--- config.mk ---
export PLATFORM = sky130hd
export DESIGN_NAME = smax_reduce_seq_flat
export DESIGN_NICKNAME = d
export VERILOG_FILES = /design/src/rtl/smax_reduce_seq_pkg.sv /design/src/rtl/smax_reduce_seq_if.sv /design/src/rtl/smax_reduce_seq_smax.sv /design/src/rtl/smax_reduce_seq.sv /design/src/flat_wrapper.sv
export SDC_FILE = /design/constraint.sdc
export NUM_CORES = 1
export LEC_CHECK = 0
export CORE_UTILIZATION = 55
export DETAILED_ROUTE_END_ITERATION = 10
export MAX_ROUTING_LAYER = met4
export PLACE_DENSITY = 0.87
export SYNTH_ARGS = -nofsm -noshare
export SYNTH_HDL_FRONTEND = slang
export SYNTH_HIERARCHICAL = 1
export SYNTH_SLANG_ARGS = --single-unit
export TNS_END_PERCENT = 30
--- constraint.sdc ---
create_clock -name g_clk -period 9.7 [get_ports g_clk]
set_clock_uncertainty 0.05 [all_clocks]
set_input_delay 1.94 -clock g_clk [delete_from_list [all_inputs] [get_ports g_clk]]
set_output_delay 1.94 -clock g_clk [all_outputs]
set_load 0.02 [all_outputs]
--- src/rtl/smax_reduce_seq_pkg.sv ---
// Shared fixed-point reduction definitions: sequencer state encoding and
// the most-negative value helper used to neutralise unused max inputs.
package smax_reduce_seq_pkg;

   typedef enum logic [1:0] {
      ST_IDLE = 2'd0,
      ST_RUN  = 2'd1,
      ST_DONE = 2'd2
   } red_state_e;

   // Two's-complement most-negative value for a given width, returned
   // sign-extended to 64 bits; callers keep the low 'width' bits.
   function automatic logic [63:0] most_neg(input int width);
      logic signed [63:0] one;
      one = 64'sd1;
      return -(one <<< (width - 1));
   endfunction

endpackage

--- src/rtl/smax_reduce_seq_if.sv ---
// Fixed-point clock/reset bundle; WIDTH is the element width shared by
// every block hanging off this bundle.
interface fixedp #(
   parameter int WIDTH = 16
) ();
   logic clk;
   logic reset;

   modport master (output clk, output reset);
   modport slave  (input  clk, input  reset);
endinterface

--- src/rtl/smax_reduce_seq_smax.sv ---
// Registered signed maximum of two operands; f is deliberately not reset,
// callers neutralise stale contents by driving the most-negative value.
module smax #(
   parameter int WIDTH = 16
) (
   input  logic                    clk,
   input  logic signed [WIDTH-1:0] a,
   input  logic signed [WIDTH-1:0] b,
   output logic signed [WIDTH-1:0] f
);

   always_ff @(posedge clk) begin
      f <= (a > b) ? a : b;
   end

endmodule

--- src/rtl/smax_reduce_seq.sv ---
// Streams a vector through one shared smax and returns the running maximum
// and the index of its first occurrence.
//
//  state   | meaning
//  IDLE    | waiting for start; in_valid ignored
//  RUN     | accepting elements, one per clock
//  DONE    | result presented until out_ready
module smax_reduce_seq
   import smax_reduce_seq_pkg::*;
#(
   parameter int WIDTH     = 16,
   parameter int LEN_WIDTH = 16
) (
   fixedp.slave                        g,
   input  logic                        start,
   input  logic [LEN_WIDTH-1:0]        len,
   input  logic signed [WIDTH-1:0]     in_data,
   input  logic                        in_valid,
   output logic                        in_ready,
   output logic signed [WIDTH-1:0]     out_data,
   output logic [LEN_WIDTH-1:0]        out_idx,
   output logic                        out_empty,
   output logic                        out_valid,
   input  logic                        out_ready,
   output logic                        busy
);

   localparam logic [63:0]             NEG_FULL = most_neg(WIDTH);
   localparam logic signed [WIDTH-1:0] NEG      = NEG_FULL[WIDTH-1:0];
   localparam logic [LEN_WIDTH-1:0]    ONE      = LEN_WIDTH'(1);

   red_state_e state_q, state_d;

   logic [LEN_WIDTH-1:0]    len_q;
   logic [LEN_WIDTH-1:0]    cnt_q;
   logic [LEN_WIDTH-1:0]    idx_q;
   logic                    first_q;
   logic                    empty_q;

   logic                    accept;
   logic                    last;
   logic                    launch;
   logic signed [WIDTH-1:0] smax_a;
   logic signed [WIDTH-1:0] smax_b;
   logic signed [WIDTH-1:0] smax_f;

   smax #(.WIDTH(WIDTH)) u_smax (
      .clk (g.clk),
      .a   (smax_a),
      .b   (smax_b),
      .f   (smax_f)
   );

   always_ff @(posedge g.clk) begin
      if (g.reset) begin
         state_q <= ST_IDLE;
      end else begin
         state_q <= state_d;
      end
   end

   always_comb begin
      state_d   = state_q;
      in_ready  = 1'b0;
      out_valid = 1'b0;
      launch    = 1'b0;
      case (state_q)
         ST_IDLE: begin
            if (start) begin
               launch  = 1'b1;
               state_d = (len == '0) ? ST_DONE : ST_RUN;
            end
         end
         ST_RUN: begin
            in_ready = 1'b1;
            if (in_valid && last) begin
               state_d = ST_DONE;
            end
         end
         ST_DONE: begin
            out_valid = 1'b1;
            if (out_ready) begin
               state_d = ST_IDLE;
            end
         end
         default: state_d = ST_IDLE;
      endcase
   end

   assign busy   = (state_q != ST_IDLE);
   assign accept = in_valid & in_ready;
   assign last   = (cnt_q == (len_q - ONE));

   // Bubbles and DONE feed the most-negative value so f simply holds.
   assign smax_a = accept  ? in_data : NEG;
   assign smax_b = first_q ? NEG     : smax_f;

   always_ff @(posedge g.clk) begin
      if (g.reset) begin
         len_q   <= '0;
         cnt_q   <= '0;
         idx_q   <= '0;
         first_q <= 1'b0;
         empty_q <= 1'b0;
      end else if (launch) begin
         len_q   <= len;
         cnt_q   <= '0;
         idx_q   <= '0;
         first_q <= (len != '0);
         empty_q <= (len == '0);
      end else if (accept) begin
         cnt_q   <= cnt_q + ONE;
         first_q <= 1'b0;
         // Strict compare so ties keep the earlier index.
         if (first_q || (in_data > smax_f)) begin
            idx_q <= cnt_q;
         end
      end
   end

   assign out_data  = (out_valid && !empty_q) ? smax_f : '0;
   assign out_idx   = out_valid ? idx_q : '0;
   assign out_empty = out_valid & empty_q;

endmodule

--- src/flat_wrapper.sv ---
// flat-port wrapper written by rule: the top's interface ports become plain ports
module smax_reduce_seq_flat import smax_reduce_seq_pkg::*;
#(
   parameter int WIDTH     = 16,
   parameter int LEN_WIDTH = 16
)
  (start, len, in_data, in_valid, in_ready, out_data, out_idx, out_empty, out_valid, out_ready, busy, g_clk, g_reset);
  fixedp #(.WIDTH(WIDTH)) g_i ();
  input  logic start;
  input  logic [LEN_WIDTH-1:0] len;
  input  logic signed [WIDTH-1:0] in_data;
  input  logic in_valid;
  output logic in_ready;
  output logic signed [WIDTH-1:0] out_data;
  output logic [LEN_WIDTH-1:0] out_idx;
  output logic out_empty;
  output logic out_valid;
  input  logic out_ready;
  output logic busy;
  input wire logic [$bits(g_i.clk)-1:0] g_clk;
  input wire logic [$bits(g_i.reset)-1:0] g_reset;
  assign g_i.clk = g_clk;
  assign g_i.reset = g_reset;
  smax_reduce_seq #(.WIDTH(WIDTH), .LEN_WIDTH(LEN_WIDTH)) u_core (.g(g_i), .start(start), .len(len), .in_data(in_data), .in_valid(in_valid), .in_ready(in_ready), .out_data(out_data), .out_idx(out_idx), .out_empty(out_empty), .out_valid(out_valid), .out_ready(out_ready), .busy(busy));
endmodule
== Yosys cells after proc, flatten, opt, wreduce, memory -nomap -nowiden ==
Index checks and enable logic that the tools add are counted.
W data, S select, Z words.
Storage, ports and cells
  flip-flop bits (word level): 68
  input bits: 37
Cells by class
  add/subtract/negate cells: 2
  order comparisons: 2
  eq/ne operators: 6
  muxes and demuxes: 16
  bitwise operators: 2
  reductions and logical operators: 12
Operator list (count)
  $mux W16: 5
  $gt A16 B16 Y1: 2
  $add A16 B1 Y16 const B: 1
  $eq A16 B16 Y1: 1
  $logic_not A16 Y1: 1
  $reduce_bool A16 Y1: 1
  $sub A16 B1 Y16 const B: 1
  $mux W2: 4
  $mux W1: 6
  $pmux W2 S3: 1
  $ne A2 B2 Y1 const B: 2
  $reduce_bool A2 Y1: 2
  $reduce_and A3 Y1: 1
  $and A1 B1 Y1: 2
  $eq A2 B1 Y1 const B: 1
  $eq A2 B2 Y1 const B: 1
  $logic_and A1 B1 Y1: 2
  $logic_not A2 Y1: 1
  $ne A2 B1 Y1 const B: 1
  $reduce_and A2 Y1: 1
  $reduce_or A2 Y1: 1
  $logic_not A1 Y1: 1
  $logic_or A1 B1 Y1: 1

== Depth between registers and ports, before layout ==
  word-level depth: 6
  depth in mapped cells: 13

== Hierarchy ==
The synthesis kept the hierarchy.
Modules (own cells, without submodules)
  smax_reduce_seq: times used 1, cells each 454, area an instance 3438.3 um2, sequential area each 1041.0 um2
  smax: times used 1, cells each 94, area an instance 1007.2 um2, sequential area each 320.3 um2

== Worst setup path before layout ==
OpenSTA, ideal clock, no wires.
  path type: input-to-reg
  start: input in_valid
  end: register u_core.u_smax.f[10]
  library setup time: 121 ps
  arrival time: 4966 ps
  slack: 4562 ps
  cell stages on the path: 12
  path through: and3b_1 -> clkbuf_1 -> clkbuf_1 -> nand2b_1 -> ha_1 -> nand2_1 -> or4_4 -> or4_4 -> nand3_2 -> mux2i_4 -> buf_12 -> mux2_4
Between the ends
  longest elaborated chain between the ends: 4
RTL lines
  from (decl): RTL line flat_wrapper.sv:12  | input logic in_valid;
  $and A1 B1 Y1: RTL line smax_reduce_seq.sv:91  | assign accept = in_valid & in_ready;
  $mux W16: RTL line smax_reduce_seq.sv:95  | assign smax_a = accept ? in_data : NEG;
  via u_core.smax_a[15]: RTL line smax_reduce_seq.sv:43  | logic signed [WIDTH-1:0] smax_a;
  $gt A16 B16 Y1: RTL line smax_reduce_seq_smax.sv:13  | f <= (a > b) ? a : b;
  $mux W16: RTL line smax_reduce_seq_smax.sv:13
  to (signal assigned): RTL line smax_reduce_seq_smax.sv:13
  to (decl): RTL line smax_reduce_seq_smax.sv:9  | output logic signed [WIDTH-1:0] f
The timed path passes the listed nets, and every way through them passes these cells.
A chain may end at the register's enable or synchronous reset.

== Worst setup path in the final report ==
  start: input in_valid
  end: register u_core.u_smax.f[0]
The elaborated chain is that of the path after synthesis.

==> metrics.md <==
| Metric | Value |
|---|---|
| Most frequent cell after synthesis | nand2_1 |
| Maxcap violations | 0 |
| Post-route DRC | 0 |
| Commonest cells in the netlist | nand2_1 (83), dfxtp_1 (68), and2_1 (50), nor2_1 (47), inv_1 (41) |
| Crit path required time | 9880 ps |
| GRT Total Usage | 25.7% |
| Setup bufs post-CTS | 0 |
| RSZ-0062 raised after global routing | false |
| Final hold slack | 400 ps |
| Worst Path Max Fanout | 24 |
| Status | completed |
| Vias in the first global route | 3763 |
| Initial drt markers | 195 |
| Max transition margin | 40.4% |
| Antenna-violating nets left | 0 |
| Fmax | 170 MHz |
| Minimum clock period | 5880 ps |
| R2r setup slk | 5480 ps |
| Vias | 3915 |
| Hpwl dp | 7.47 mm |
| Clk_lat worst skew | 340 ps |
| Dpl cells | 703 |
| Fill cells | 600 |
| Placed Instance Area | 0.00520 sq mm |
| Hold WC Path Type | flop to flop |
| Delay-heaviest family, CP | simple AND/OR/NAND/NOR gates |
| Worst r2r src | u_core/state_q[0]$_SDFFE_PP0P_ |
| Post-synth EDFFs | 0 |
| Synthesized flop and latch total | 68 |
| Largest net degree at the start of global routing | 33 |
| Finished layout cell area | 0.00542 sq mm |
| Crit. End Element | flop |
| WS Path Type | primary input to flop |
| Synth area leaders | dfxtp_1 (31%), ha_1 (9.6%), and2_1 (7.0%) |
| Core ar. | 0.00777 sq mm |
| DR WL/cell | 14.1 microns |
| Leading area contributor after synthesis | dfxtp_1 |
| Nets@finish | 683 |
| CTS buffer count | 9 |
| Vias per cell | 5.45 |
| WL final | 10.1 mm |
| Design Power | 1.18 mW |
| Synth top area share | 30.6% |
| Arrival @ worst endpoint | 6060 ps |
| Crit share post-route | 60.6% |
| I/O pins | 73 |
| Antenna Cells | 0 |
| Top FF cell, synth | dfxtp_1 |
| Gpl congestion | 0.892 |
| CTS tree | yes |
| Syn nets | 619 |
| First-pass detailed-route iteration total | 5 |
| Worst Setup Start Kind | primary input |
| Die area | 0.00845 sq mm |
| Crit path top cell by count | or4_4 |
| Post-synthesis cell area | 0.00445 sq mm |
| Antenna violations before repair | 0 |
| Clk buf depth | 2 |
| Layout cells sized above 1 | 7.29% |
| Final core occ | 69.8% |
| Final Setup Violations | 0 |
| Initial Util | 57.2% |
| Crit-path max cell delay | 700 ps |
| Worst path bufs/invs | 1 |
| Cell variety after synth | 55 |
| Synthesized area per cell | 8.11 sq um |
| Port Buf Inserts | 72 |
| Total congestion overflow | 0 |
| Clock root cell | clkbuf_8 |
| Final Max Slew Viols | 0 |
| Yosys warnings | 6 |
| Reg clk slew, reported paths | 80 ps |
| Pleak | 2.16 nW |
| Least-Margin Pin Slew | 892 ps |
| Setup TNS | 0 ps |
| Area Overhead vs Synth | 21.9% |
| Width of the die | 91.9 microns |
| Power per standard cell area | 217 mW/mm^2 |
| Hold_buf cts | 0 |
| Register area share after synthesis | 30.6% |
| Clk sinks | 68 |
| Fin cells | 719 |
| Hold Vio Cnt, Final | 0 |
| Site Rows | 32 |
| Die Y-Extent | 91.9 microns |
| CP startpoint | in_valid |
| CTS H-tree depth | 3 |
| Hold Path Origin | u_core/idx_q[5]$_SDFFE_PP0P_ |
| Critical path's slowest cell | mux2i_4 |
| First-pass GRT wire length | 17.1 mm |
| Post_cts resized | 0 |
| Maximum VDD drop | 0.000237 V |
| Final WS setup | 3820 ps |
| Worst-path cell chain | clkdlybuf4s50_1 -> and3b_1 -> nand2b_1 -> ha_1 -> nand2_1 -> or4_4 -> or4_4 -> nand3_2 -> mux2i_4 -> mux2_2 |
| Asr flop ratio synth | 0% |
| Pre-CTS setup slack | 3500 ps |
| Syn Inst Count | 548 |
cells in the final DEF, fill, tap and decap left out, drive strengths merged, types with 3 or more instances in the layout:
cell type | synthesis | final
xnor2 | 15 | 15
clkdlybuf4s50 | 0 | 72
mux2i | 19 | 19
a21oi | 31 | 31
inv | 41 | 41
o31ai | 3 | 3
nand2b | 5 | 5
xor2 | 21 | 21
ha | 34 | 34
and2 | 50 | 50
o21ai | 10 | 10
nor3 | 9 | 9
buf | 4 | 3
nand3 | 10 | 10
and4 | 3 | 3
nor4 | 6 | 6
nor2b | 4 | 4
and3 | 5 | 5
clkbuf | 17 | 10
dfxtp | 68 | 68
mux2 | 17 | 17
nand4 | 10 | 10
nand2 | 83 | 83
nor2 | 47 | 47
or4 | 4 | 4
power breakdown:
group / internal, mW / switching (mW)
Sequential: 0.318 / 0.0286
Clock: 0.145 / 0.111
Combinational: 0.273 / 0.300
layout make-up:
class	count	area [sq um]	area share, %
Multi-Input combinational cell	417	2820	52.0
Sequential cell	68	1360	25.1
Timing Repair Buffer	75	743	13.7
Inverter	41	154	2.84
Clock buffer	10	128	2.35
Tap cell	102	128	2.35
Clock inverter	6	88.8	1.64
final timing paths:
kind	to	depth (start not counted)
worst min-delay path	u_core/idx_q[5]$_SDFFE_PP0P_	2
worst min register to register	u_core/idx_q[5]$_SDFFE_PP0P_	2
worst max register to register	u_core/u_smax/f[0]$_DFF_P_	9
worst max-delay path	u_core/u_smax/f[0]$_DFF_P_	10
layer usage:
metal	part of all wire, %	routed length, microns	up-vias	global-route usage (%)
li1	-	-	1969	-
met2	46	4690	139	40.9
met3	4.8	490	23	3.90
met5	0	0	-	-
met1	47	4730	1784	32.9
met4	2.3	231	0	9.77
flip-flops by register name (all words and copies together) (netlist names):
register / flops
u_core/idx_q: 16
u_core/cnt_q: 16
u_core/len_q: 16
u_core/state_q: 2
u_core/first_q: 1
u_core/u_smax/f: 16
u_core/empty_q: 1
tightest hold or removal path, delay by kind of cell (launching register included):
kind	cells	cell delay [ps]
mux	1	50
simple gates	1	50
flops	1	310
kinds of logic (layout without fill, tap and decap cells):
| logic type | after synthesis | after routing | synth area share (%) |
|---|---|---|---|
| compound gates | 64 | 64 | 8.89 |
| xor+xnor | 36 | 36 | 7.09 |
| fa+ha+maj | 34 | 34 | 9.57 |
| buf+inv | 63 | 132 | 5.99 |
| flops | 68 | 68 | 30.6 |
| mux | 36 | 36 | 9.71 |
| simple gates | 247 | 247 | 28.1 |
Note: power is estimated with default switching activity, not from simulation.
